$ cat src/rtl/ula_control_seq.sv
// rtl/ula_control_seq.sv - sequenced ALU-control decoder with valid/ready handshake
//
// Decodes OpALU/funct/imm_sel into an ALU control code. Single-cycle ops are
// presented one cycle after accept; MULT/DIV hold the block busy for
// MUL_CYCLES/DIV_CYCLES cycles before the result is presented.
//
// Optional feature macro: ULA_CTRL_SHIFT_EN (enables SLL/SRL/SRA decode;
// when undefined those functs decode as illegal).
//
// Ports:
//   clk, rst_n            clock, asynchronous active-low reset
//   in_valid / in_ready   request handshake
//   OpALU, funct, imm_sel request fields
//   out_valid / out_ready result handshake
//   inputALU, illegal     result (qualified by out_valid)
//   busy                  multi-cycle op in progress

module ula_control_seq #(
    parameter int CTRL_W     = 4,
    parameter int MUL_CYCLES = 4,
    parameter int DIV_CYCLES = 8
) (
    input  logic              clk,
    input  logic              rst_n,
    input  logic              in_valid,
    output logic              in_ready,
    input  logic [1:0]        OpALU,
    input  logic [5:0]        funct,
    input  logic [2:0]        imm_sel,
    output logic              out_valid,
    input  logic              out_ready,
    output logic [CTRL_W-1:0] inputALU,
    output logic              illegal,
    output logic              busy
);

    localparam int MAX_CYC = (MUL_CYCLES > DIV_CYCLES) ? MUL_CYCLES : DIV_CYCLES;
    localparam int CNT_W   = $clog2(MAX_CYC);

    localparam logic [CNT_W-1:0] MUL_LOAD = CNT_W'(MUL_CYCLES - 1);
    localparam logic [CNT_W-1:0] DIV_LOAD = CNT_W'(DIV_CYCLES - 1);

    localparam logic [3:0] C_AND  = 4'b0000;
    localparam logic [3:0] C_OR   = 4'b0001;
    localparam logic [3:0] C_ADD  = 4'b0010;
    localparam logic [3:0] C_XOR  = 4'b0011;
    localparam logic [3:0] C_SUB  = 4'b0110;
    localparam logic [3:0] C_SLT  = 4'b0111;
`ifdef ULA_CTRL_SHIFT_EN
    localparam logic [3:0] C_SLL  = 4'b1000;
    localparam logic [3:0] C_SRL  = 4'b1001;
    localparam logic [3:0] C_SRA  = 4'b1010;
`endif
    localparam logic [3:0] C_NOR  = 4'b1100;
    localparam logic [3:0] C_MULT = 4'b1101;
    localparam logic [3:0] C_DIV  = 4'b1110;

    typedef enum logic [0:0] {
        S_IDLE = 1'b0,
        S_BUSY = 1'b1
    } state_t;

    state_t             state_q,     state_d;
    logic [CTRL_W-1:0]  code_q,      code_d;
    logic               illegal_q,   illegal_d;
    logic               out_valid_q, out_valid_d;
    logic               busy_q,      busy_d;
    logic [CNT_W-1:0]   cnt_q,       cnt_d;

    logic [3:0]         dec_code;
    logic               dec_illegal;
    logic               dec_multi;
    logic [CNT_W-1:0]   dec_load;

    // Request decode; illegal requests fall through to code 0000.
    always_comb begin
        dec_code    = C_AND;
        dec_illegal = 1'b0;
        dec_multi   = 1'b0;
        dec_load    = MUL_LOAD;
        unique case (OpALU)
            2'b00: dec_code = C_ADD;
            2'b01: dec_code = C_SUB;
            2'b10: begin
                case (funct)
                    6'b100000: dec_code = C_ADD;
                    6'b100010: dec_code = C_SUB;
                    6'b100100: dec_code = C_AND;
                    6'b100101: dec_code = C_OR;
                    6'b100110: dec_code = C_XOR;
                    6'b100111: dec_code = C_NOR;
                    6'b101010: dec_code = C_SLT;
`ifdef ULA_CTRL_SHIFT_EN
                    6'b000000: dec_code = C_SLL;
                    6'b000010: dec_code = C_SRL;
                    6'b000011: dec_code = C_SRA;
`endif
                    6'b011000: begin
                        dec_code  = C_MULT;
                        dec_multi = 1'b1;
                        dec_load  = MUL_LOAD;
                    end
                    6'b011010: begin
                        dec_code  = C_DIV;
                        dec_multi = 1'b1;
                        dec_load  = DIV_LOAD;
                    end
                    default: dec_illegal = 1'b1;
                endcase
            end
            2'b11: begin
                case (imm_sel)
                    3'b000:  dec_code = C_ADD;
                    3'b001:  dec_code = C_AND;
                    3'b010:  dec_code = C_OR;
                    3'b011:  dec_code = C_SLT;
                    3'b100:  dec_code = C_XOR;
                    default: dec_illegal = 1'b1;
                endcase
            end
        endcase
    end

    // A held result blocks new requests; a result being taken this edge
    // frees the slot so single-cycle ops stream without bubbles.
    assign in_ready = (state_q == S_IDLE) && (!out_valid_q || out_ready);

    always_comb begin
        state_d     = state_q;
        code_d      = code_q;
        illegal_d   = illegal_q;
        out_valid_d = out_valid_q;
        busy_d      = busy_q;
        cnt_d       = cnt_q;
        unique case (state_q)
            S_IDLE: begin
                if (in_valid && in_ready) begin
                    code_d    = CTRL_W'(dec_code);
                    illegal_d = dec_illegal;
                    if (dec_multi) begin
                        busy_d      = 1'b1;
                        out_valid_d = 1'b0;
                        cnt_d       = dec_load;
                        state_d     = S_BUSY;
                    end else begin
                        out_valid_d = 1'b1;
                    end
                end else if (out_valid_q && out_ready) begin
                    out_valid_d = 1'b0;
                end
            end
            S_BUSY: begin
                if (cnt_q == '0) begin
                    busy_d      = 1'b0;
                    out_valid_d = 1'b1;
                    state_d     = S_IDLE;
                end else begin
                    cnt_d = cnt_q - CNT_W'(1);
                end
            end
        endcase
    end

    always_ff @(posedge clk or negedge rst_n) begin
        if (!rst_n) begin
            state_q     <= S_IDLE;
            code_q      <= '0;
            illegal_q   <= 1'b0;
            out_valid_q <= 1'b0;
            busy_q      <= 1'b0;
            cnt_q       <= '0;
        end else begin
            state_q     <= state_d;
            code_q      <= code_d;
            illegal_q   <= illegal_d;
            out_valid_q <= out_valid_d;
            busy_q      <= busy_d;
            cnt_q       <= cnt_d;
        end
    end

    assign inputALU  = code_q;
    assign illegal   = illegal_q;
    assign out_valid = out_valid_q;
    assign busy      = busy_q;

endmodule

$ cat config.mk
export PLATFORM = sky130hd
export DESIGN_NAME = ula_control_seq
export DESIGN_NICKNAME = d
export VERILOG_FILES = /design/src/rtl/ula_control_seq.sv
export SDC_FILE = /design/constraint.sdc
export NUM_CORES = 1
export LEC_CHECK = 0
export ABC_CLOCK_PERIOD_IN_PS = 2200
export CAP_MARGIN = 20
export CORE_MARGIN = 5
export CORE_UTILIZATION = 48
export CTS_CLUSTER_DIAMETER = 30
export CTS_CLUSTER_SIZE = 24
export DETAILED_ROUTE_END_ITERATION = 12
export PLACE_DENSITY = 0.79
export RECOVER_POWER = 25
export SYNTH_ARGS = -nofsm -noshare
export SYNTH_HDL_FRONTEND = slang
export SYNTH_SLANG_ARGS = --single-unit
$ cat constraint.sdc
create_clock -name clk -period 2.2 [get_ports clk]
set_input_delay 0.22 -clock clk [delete_from_list [all_inputs] [get_ports clk]]
set_output_delay 0.22 -clock clk [all_outputs]
set_load 0.05 [all_outputs]
# Yosys cells after proc, flatten, opt, wreduce, memory -nomap -nowiden
# Index checks and enable logic that the tools add are counted.
# totals
register_bits,11
latch_bits,0
ram_bits,0
rom_bits,0
inputBits,15
output_inout_bits,8
n_memories,0
# classes
addsub,1
mul,0
div,0
order_cmp,0
eq_ne,21
shifts,0
mux,27
bitwise,1
reduce_logical,15
# op_table
operator,n
$eq 6x6->1 const B,7
$pmux 4 s8,1
$pmux 4 s4,1
$mux 3,5
$mux 1,14
$eq 6x5->1 const B,2
$pmux 3 s4,1
$reduce_or 9->1,1
$pmux 1 s2,4
$eq 3x2->1 const B,2
$logic_not 3->1,2
$pmux 3 s2,1
$reduce_and 3->1,2
$reduce_or 5->1,1
$eq 2x2->1 const B,2
$ne 2x1->1 const B,2
$ne 2x2->1 const B,2
$reduce_and 2->1,2
$eq 3x1->1 const B,1
$eq 3x3->1 const B,1
$logic_and 1x1->1,3
$ne 3x1->1 const B,1
$sub 3x1->3 const B,1
$eq 2x1->1 const B,1
5 further kinds,5

# Longest topological paths before layout
# Gate-level depths: netlist of the first run.
# logic_depth
ltp_word,7
depth_mapped,6
mapped_depth_nobuf,6

# Worst setup path before layout of the first run
# Ideal clock, no wire load.
# synth_timing
kind,flip-flop to flip-flop
startpoint,"register out_valid_q, in the netlist out_valid"
endpoint,register cnt_q[2]
setup_time_ns,0.120
t_arrival_ns,1.591
required_ns,2.080
path_slack_ns,0.490
stages_incl_launch_ff,6
n_path_buf,1
cell_sequence,dfrtp_1 nand2b_1 and4b_4 buf_6 a221o_1 and3_1
# synth_between
elab_chain_len,6
# synth_lines
element,line,text
"start, declared",66,"logic out_valid_q, out_valid_d;"
"start signal, assigned",176,out_valid_q <= out_valid_d;
$logic_not 1->1,126,assign in_ready = (state_q == S_IDLE) && (!out_valid_q || out_ready);
$logic_or 1x1->1,126,
$logic_and 1x1->1,126,
$logic_and 1x1->1,137,if (in_valid && in_ready) begin
$ne 2x1->1 (no source line),n/a,
$reduce_and 3->1 (no source line),n/a,
"end signal, assigned",178,cnt_q <= cnt_d;
"end, declared",68,"logic [CNT_W-1:0] cnt_q, cnt_d;"
# No other way between the ends.
# A chain may end at the register's enable or synchronous reset.

# Worst setup path after layout of the first run
# layout_timing
startpoint,"register out_valid_q, in the netlist out_valid"
endpoint,output port out_valid
# layout_lines
element,line,text
"end, declared",30,"output logic out_valid,"
# No word-level cell between the ends.

==> flow_metrics.tcl, run 1 <==
set metrics [dict create \
    clk_latency_ps 280 \
    cts_buffer_depth 2 \
    antenna_found_initial 0 \
    synthMuxAreaShare_pct 1.37 \
    fin_crit_ps 1690 \
    coreArea_um2 1470 \
    synth.distinct_cells 36 \
    timing.fmax_ghz 0.591 \
    synthSimpleGateAreaFrac_pct 28.5 \
    start_util_pct 49.6 \
    cts_tree "built" \
    layout.nets 124 \
    viasPerCell 5.66 \
    htreeDepth 1 \
    finalHoldViolCount 0 \
    arrival_ps 1470 \
    dp_hpwl_um 1370 \
    synth-warning-count 0 \
    antenna_left 0 \
    hold_buffers 0 \
    peakVddDrop_mv 0.322 \
    synth-compound-area-share_pct 22.5 \
    cts.sinks 11 \
    grt_setup_unrepaired "no" \
    final_cells 122 \
    syn_area_per_cell_um2 9.01 \
    placed_cells 118 \
    syn_area_um2 729 \
    vias 690 \
    cp_cell_sequence "clkdlybuf4s50_1" \
    synthArstFlopShare_pct 100 \
    end_kind "output port" \
    crit_required_ps 1980 \
    yosysTopAreaCellShare_pct 37.7 \
    grt_pass1_wl_um 2920 \
    tightest_slew_ps 504 \
    insertedDiodeCount 0 \
    die-area_um2 2400 \
    grt_overflow 0 \
    pre_cts_ws_ps 416 \
    root_buffer "clkbuf_4" \
    synth_xor_area_share_pct 2.40 \
    die_y_um 49.0 \
    gp_congestion 0.872 \
    path_clk_slew_ps 80 \
    status "finished clean" \
    synth-seq-cells 11 \
    grt_max_degree 12 \
    synth_edf_count 0 \
    fp.dieW_um 49.0 \
    drive_gt1_share_pct 9.43 \
    synth_top_family_by_area "simple AND/OR/NAND/NOR gates" \
    syn_inst 81 \
    finalSetupViolations 0 \
    pin_count 23 \
    area_growth_pct 34.6 \
    worstSetupStartpointType "flop" \
    critical_path_buf_inv_count 1 \
    syn_nets 98 \
    track_usage_pct 15.6 \
    seq_area_frac_synth_pct 37.7 \
    yosysTopAreaCell "dfrtp_1" \
    final_util_pct 66.8 \
    rows 14 \
    slowest_delay_ps 810 \
    leakagePower_nw 0.414 \
    drt_pre_antenna_iters 4 \
    relSlewSlack_pct 66.3 \
    cts_resized 0 \
    fin_skew_ps 2.88 \
    wl_um 1720 \
    synthFlopType "dfrtp_1" \
    max_cap_violations 0 \
    fin_crit_sh_pct 77.0 \
    crit_type "flop to output port" \
    post_drt_wl_per_cell_um 14.1 \
    drv_slew 0 \
    critical_path_peak_fanout 4 \
    p_per_area_nw_per_um2 625 \
    first_global_vias 684 \
    drtIter0Drc 9 \
    layout_setup_ws_ps 507 \
    cts_made_buffers 3 \
    min_path_type "input pin to asynchronous set/reset pin" \
    path_delay_family "buffers and inverters" \
    fin_tns_setup_ps 0 \
    drc 0 \
    synthAdderAreaFrac_pct 3.43 \
    crit_slowest_cell "clkdlybuf4s50_1" \
    synth_area_leaders "dfrtp_1 38%, nand2_1 4.1%, nand3b_1 4.1%" \
    post_cts_buffers 0 \
    numPortBuffers 22 \
]
power by group:
part / internal (mW) / leakage, nW / total, mW / switching (mW)
logic: 0.0975 / 0.258 / 0.226 / 0.129
registers: 0.226 / 0.142 / 0.243 / 0.0161
clock network: 0.0704 / 0.0150 / 0.145 / 0.0748
cell usage after synthesis, drive strengths merged (2+ instances only):
| master | instances |
|---|---|
| a21oi | 5 |
| a221o | 2 |
| a22o | 2 |
| and2 | 3 |
| dfrtp | 11 |
| ha | 2 |
| inv | 5 |
| nand2 | 8 |
| nand2b | 4 |
| nand3b | 4 |
| nor2 | 5 |
| nor2b | 2 |
| nor3 | 2 |
| nor3b | 2 |
| o21ai | 3 |
| o22ai | 3 |
| xnor2 | 2 |
metal layers:
| metal | vias to the layer above | share of wire (%) | global-route usage (%) |
|---|---|---|---|
| met3 | 5 | 5.5 | 3.36 |
| met2 | 21 | 47 | 24.8 |
| met4 | 0 | 2.9 | 9.87 |
| met1 | 314 | 44 | 18.9 |
| met5 | - | 0 | 0 |
| li1 | 350 | - | - |
worst paths after layout:
check | from | to | slack [ps] | depth (start not counted)
worst max register to register | state_q | inputALU[1] | 730 | 4
worst max-delay path | out_valid | out_valid | 510 | 1
min in group clk | inputALU[2] | inputALU[2] | 500 | 2
worst min-delay path | rst_n | illegal | 340 | 1
max in group asynchronous | rst_n | cnt_q[1] | 1520 | 1
worst min register to register | inputALU[2] | inputALU[2] | 500 | 2
flip-flops by register name, summed over array words and instances, names as in the netlist:
register / flops
out_valid: 1
busy: 1
cnt_q: 3
inputALU: 4
state_q: 1
illegal: 1
cells by family after synthesis:
logic type,Yosys count
simple gates,36
flops,11
mux,1
compound gates,23
fa+ha+maj,2
buf+inv,6
xor+xnor,2
final cells by class:
type / instances / area, µm²
Clock buffer: 4 / 26.3
Multi-Input combinational cell: 64 / 424
Fill cell: 131 / 489
Sequential cell: 11 / 275
Tap cell: 16 / 20.0
Timing Repair Buffer: 22 / 218
Inverter: 5 / 18.8
through the flow:
stage	total power, mW	instance area [µm²]	hold slack [ps]
2_1_floorplan	0.386	729	-75.6
3_3_place_gp	0.469	956	469
3_5_place_dp	0.472	956	482
4_1_cts	0.619	982	304
5_1_grt	0.655	982	394
6_report	0.614	982	343
layout by cell type (no fill, tap or decap), drive strengths merged, types with 2 or more instances in the layout:
cell type	instances
nand3b	4
a22o	2
dfrtp	11
nand2	8
nor3	2
nand2b	4
and2	3
ha	2
o21ai	3
nor2	5
inv	5
a221o	2
nor2b	2
a21oi	5
clkbuf	4
clkdlybuf4s50	20
nor3b	2
xnor2	2
o22ai	3
Note: power is estimated with default switching activity, not from simulation.
==> inputs of run 2 (changes only) <==
--- a/config.mk
+++ b/config.mk
@@ -5,14 +5,14 @@
 export SDC_FILE = /design/constraint.sdc
 export NUM_CORES = 1
 export LEC_CHECK = 0
-export ABC_CLOCK_PERIOD_IN_PS = 2200
+export ABC_CLOCK_PERIOD_IN_PS = 1500
 export CAP_MARGIN = 20
 export CORE_MARGIN = 5
-export CORE_UTILIZATION = 48
+export CORE_UTILIZATION = 40
 export CTS_CLUSTER_DIAMETER = 30
 export CTS_CLUSTER_SIZE = 24
 export DETAILED_ROUTE_END_ITERATION = 12
-export PLACE_DENSITY = 0.79
+export PLACE_DENSITY = 0.7
 export RECOVER_POWER = 25
 export SYNTH_ARGS = -nofsm -noshare
 export SYNTH_HDL_FRONTEND = slang
==> constraint.sdc (replaced) <==
create_clock -name clk -period 1.5 [get_ports clk]
set_input_delay 0.15 -clock clk [delete_from_list [all_inputs] [get_ports clk]]
set_output_delay 0.15 -clock clk [all_outputs]
set_load 0.05 [all_outputs]
==> flow_metrics.tcl, run 2 (synthesized netlist as in run 1, its figures left out) <==
set metrics [dict create \
    root_buffer "clkbuf_4" \
    pre_cts_ws_ps -123 \
    cts_tree "built" \
    rows 15 \
    end_kind "flop" \
    slowest_delay_ps 500 \
    grt_max_degree 12 \
    tightest_slew_ps 553 \
    wl_um 1800 \
    die_y_um 52.7 \
    final_cells 145 \
    drtIter0Drc 7 \
    placed_cells 141 \
    insertedDiodeCount 0 \
    final_cell_mix "21 x buf_4, 13 x clkdlybuf4s50_1, 10 x dfrtp_1" \
    drv_slew 0 \
    dp_hpwl_um 1470 \
    finalSetupViolations 0 \
    drive_gt1_share_pct 28.3 \
    area_growth_pct 51.5 \
    htreeDepth 1 \
    grt_pass1_wl_um 3080 \
    viasPerCell 5.14 \
    arrival_ps 1510 \
    coreArea_um2 1730 \
    relSlewSlack_pct 63.0 \
    cts_buffer_depth 2 \
    hold_buffers 0 \
    peakVddDrop_mv 0.555 \
    status "finished clean" \
    crit_type "input pin to flop" \
    cp_cell_sequence "clkdlybuf4s50_1 -> nand3b_1 -> nor2_1 -> buf_4 -> a221o_1 -> and3_1" \
    antenna_left 0 \
    start_util_pct 42.2 \
    final_common_cell "buf_4" \
    drt_pre_antenna_iters 4 \
    critical_path_buf_inv_count 2 \
    layout.nets 138 \
    fillers 153 \
    cts.sinks 11 \
    path_delay_family "buffers and inverters" \
    leakagePower_nw 0.503 \
    timing.fmax_ghz 0.741 \
    crit_required_ps 1660 \
    pin_count 23 \
    vias 746 \
    die-area_um2 2780 \
    first_global_vias 721 \
    crit_slowest_cell "clkdlybuf4s50_1" \
    critical_path_peak_fanout 6 \
    fin_crit_sh_pct 89.9 \
    antenna_found_initial 0 \
    min_path_type "input pin to asynchronous set/reset pin" \
    final_util_pct 64.0 \
    grt_setup_unrepaired "no" \
    post_cts_buffers 0 \
    fin_skew_ps 4.37 \
    numPortBuffers 22 \
    max_cap_violations 0 \
    post_drt_wl_per_cell_um 12.4 \
    path_clk_slew_ps 70 \
    clk_latency_ps 270 \
    track_usage_pct 15.3 \
    p_per_area_nw_per_um2 829 \
    cts_resized 0 \
    worstSetupStartpointType "input pin" \
    fin_crit_ps 1350 \
    gp_congestion 0.874 \
    drc 0 \
    largest_reg_flops 4 \
    grt_overflow 0 \
    finalHoldViolCount 0 \
    layout_setup_ws_ps 151 \
    cts_made_buffers 3 \
    fp.dieW_um 52.7 \
    fin_tns_setup_ps 0 \
]
run 2: cell types whose count changed in the layout (fill, tap and decap cells not counted), sizes merged:
cell | before | now
clkdlybuf4s50 | 20 | 13
buf | 1 | 22
run 2: path summary, 6_finish.rpt:
check	start	endpoint	slack (ps)	depth (start not counted)
hold / removal	rst_n	inputALU[0]	300	1
max in group asynchronous	rst_n	out_valid	800	1
setup reg to reg	cnt_q[0]	cnt_q[0]	180	6
min in group clk	cnt_q[0]	cnt_q[0]	480	1
hold reg to reg	cnt_q[0]	cnt_q[0]	480	1
setup / recovery	funct[5]	cnt_q[2]	150	6
run 2: through the flow:
stage | power, mW | cell area [µm²] | hold WS (ps)
2_1_floorplan | 0.570 | 741 | -146
6_report | 0.915 | 1100 | 303
5_1_grt | 0.981 | 1100 | 340
3_5_place_dp | 0.719 | 1080 | 470
3_3_place_gp | 0.711 | 1080 | 466
4_1_cts | 0.929 | 1100 | 242
run 2: metal layers:
metal  vias to the layer above  global-route usage [%]  share of wire [%]
li1                        380                       -                  -
met1                       348                    18.8                 45
met2                        16                    25.0                 49
met3                         2                    4.56                4.4
met4                         0                    5.11                1.6
met5                         -                       0                  0
run 2: power breakdown:
part / internal [mW] / switching (mW) / leakage (nW)
Sequential: 0.332 / 0.0231 / 0.141
Clock: 0.103 / 0.103 / 0.0150
Combinational: 0.162 / 0.192 / 0.347
run 2: layout make-up:
type	instances	area, µm²	area share [%]
timing repair buffer	36	318	28.8
multi-input combinational	64	434	39.3
clock buffer	4	26.3	2.38
sequential	11	277	25.0
inverter	5	18.8	1.70
tap	25	31.3	2.83
==> inputs of run 3 (changes only) <==
==> config.mk (replaced) <==
export PLATFORM = sky130hd
export DESIGN_NAME = ula_control_seq
export DESIGN_NICKNAME = d
export VERILOG_FILES = /design/src/rtl/ula_control_seq.sv
export SDC_FILE = /design/constraint.sdc
export NUM_CORES = 1
export LEC_CHECK = 0
export ABC_CLOCK_PERIOD_IN_PS = 1720
export CAP_MARGIN = 20
export CORE_MARGIN = 5
export CORE_UTILIZATION = 48
export CTS_CLUSTER_DIAMETER = 30
export CTS_CLUSTER_SIZE = 24
export DETAILED_ROUTE_END_ITERATION = 12
export HOLD_SLACK_MARGIN = 0.12
export PLACE_DENSITY = 0.79
export RECOVER_POWER = 25
export SETUP_SLACK_MARGIN = 0.3
export SYNTH_ARGS = -nofsm -noshare
export SYNTH_HDL_FRONTEND = slang
export SYNTH_SLANG_ARGS = --single-unit
==> constraint.sdc (replaced) <==
create_clock -name clk -period 1.72 [get_ports clk]
set_input_delay 0.172 -clock clk [delete_from_list [all_inputs] [get_ports clk]]
set_output_delay 0.172 -clock clk [all_outputs]
set_load 0.05 [all_outputs]
==> flow_metrics.tcl, run 3 (synthesized netlist as in run 1, its figures left out) <==
set metrics [dict create \
    fin_crit_sh_pct 80.6 \
    area_growth_pct 43.7 \
    insertedDiodeCount 0 \
    grt_overflow 0 \
    numPortBuffers 22 \
    drt_pre_antenna_iters 4 \
    final_cells 125 \
    timing.fmax_ghz 0.721 \
    max_cap_violations 0 \
    drv_slew 0 \
    p_sw_share_pct 35.6 \
    antenna_found_initial 0 \
    gp_congestion 0.756 \
    fp.dieW_um 49.0 \
    grt_pass1_wl_um 2930 \
    final_util_pct 71.3 \
    status "finished clean" \
    largest_reg_flops 4 \
    met2_usage_pct 24.3 \
    vias 717 \
    critical_path_peak_fanout 8 \
    tightest_slew_ps 504 \
    cts_tree "built" \
    antenna_left 0 \
    clk_latency_ps 270 \
    min_path_type "input pin to asynchronous set/reset pin" \
    fin_crit_ps 1390 \
    slowest_delay_ps 470 \
    fin_skew_ps 0.556 \
    start_util_pct 49.6 \
    path_clk_slew_ps 70 \
    die-area_um2 2400 \
    track_usage_pct 15.2 \
    use_met3_pct 5.20 \
    drtIter0Drc 11 \
    crit_type "flop to flop" \
    dp_hpwl_um 1410 \
    coreArea_um2 1470 \
    drive_gt1_share_pct 19.3 \
    root_buffer "clkbuf_4" \
    power_frac_clock_pct 22.7 \
    busiest_layer "met2" \
    p_per_area_nw_per_um2 748 \
    crit_slowest_cell "dfrtp_2" \
    leakagePower_nw 0.494 \
    finalHoldViolCount 0 \
    htreeDepth 1 \
    combPwrFrac_pct 37.3 \
    wl_um 1780 \
    final_common_cell "clkdlybuf4s50_1" \
    grt.met1_usage_pct 18.1 \
    final_cell_mix "10 x clkdlybuf4s50_1, 9 x dfrtp_1, 8 x nand2_1" \
    grt_max_degree 12 \
    cp_cell_sequence "nor2b_4 -> and4b_4 -> a21boi_2 -> a221oi_2" \
    placed_cells 121 \
    p_int_mw 0.505 \
    end_kind "flop" \
    cts_made_buffers 3 \
    crit_required_ps 1860 \
    viasPerCell 5.74 \
    arrival_ps 1530 \
    worstSetupStartpointType "flop" \
    first_global_vias 701 \
    post_drt_wl_per_cell_um 14.2 \
    grt_setup_unrepaired "yes" \
    die_y_um 49.0 \
    pin_count 23 \
    cts.sinks 11 \
    seqPwrFrac_pct 39.9 \
    layout.nets 127 \
    cts_buffer_depth 2 \
    finalSetupViolations 0 \
    peakVddDrop_mv 0.434 \
    power_switching_mw 0.280 \
    relSlewSlack_pct 66.3 \
    rows 14 \
    drc 0 \
]
run 3: cell types whose count changed in the layout (fill, tap and decap cells not counted), moves of 3 or more:
cell             change
clkdlybuf4s50_1      -3
dlymetal6s2s_1       +3
buf_4               -17
dlygate4sd2_1        +6
run 3: through the flow:
step	setup WS (ps)	hold WS, ps	total power, mW	area (µm²)	TNS [ps]
floorplan	226	-124	0.497	741	0
global placement	50.9	465	0.609	1000	0
detailed placement	-11.9	472	0.617	1000	-11.9
CTS	314	253	0.784	1030	0
global route	289	343	0.829	1050	0
finish	333	305	0.784	1050	0
run 3: what timing repair did:
action / CTS / global route
resized for setup: 8 / 6
hold buffers: 0 / 0
pin swaps: 0 / 2
buffers inserted: 0 / 0
endpoints found under the setup margin: 8 / 7
cloned: 0 / 0
run 3: area by class of cell:
class                   instances  area [µm²]
multi-input cells              64         455
fillers                       132         423
flip-flops and latches         11         278
repair buffers                 25         250
clock buffers                   4        26.3
well taps                      16        20.0
inverters                       5        18.8
run 3: power by group through the flow:
stage                     Sequential, mW  Clock (mW)  Combinational, mW
final                              0.313       0.178              0.293
after detailed placement           0.317           0              0.300
after CTS                          0.312       0.179              0.292
after floorplan                    0.375           0              0.122
after global placement             0.315           0              0.294
after global routing               0.317       0.192              0.320
run 3: critical path: cells and delay by family, from the launching register on:
kind | cells | cell delay, ps
flops | 1 | 470
simple gates | 2 | 480
compound gates | 2 | 310
run 3: path summary, 6_finish.rpt:
path | start | endpoint | cells after the start | slack [ps]
worst max-delay path | state_q | inputALU[1] | 4 | 330
worst min-delay path | rst_n | inputALU[2] | 1 | 310
worst max register to register | state_q | inputALU[1] | 4 | 330
worst min register to register | cnt_q[0] | cnt_q[0] | 1 | 500
max in group asynchronous | rst_n | out_valid | 1 | 1050
min in group clk | funct[3] | illegal | 3 | 420
run 3: layer usage:
layer,up-vias,routed length [µm]
met5,-,0
met1,334,779
met2,21,873
met4,0,31
met3,5,95
li1,357,-
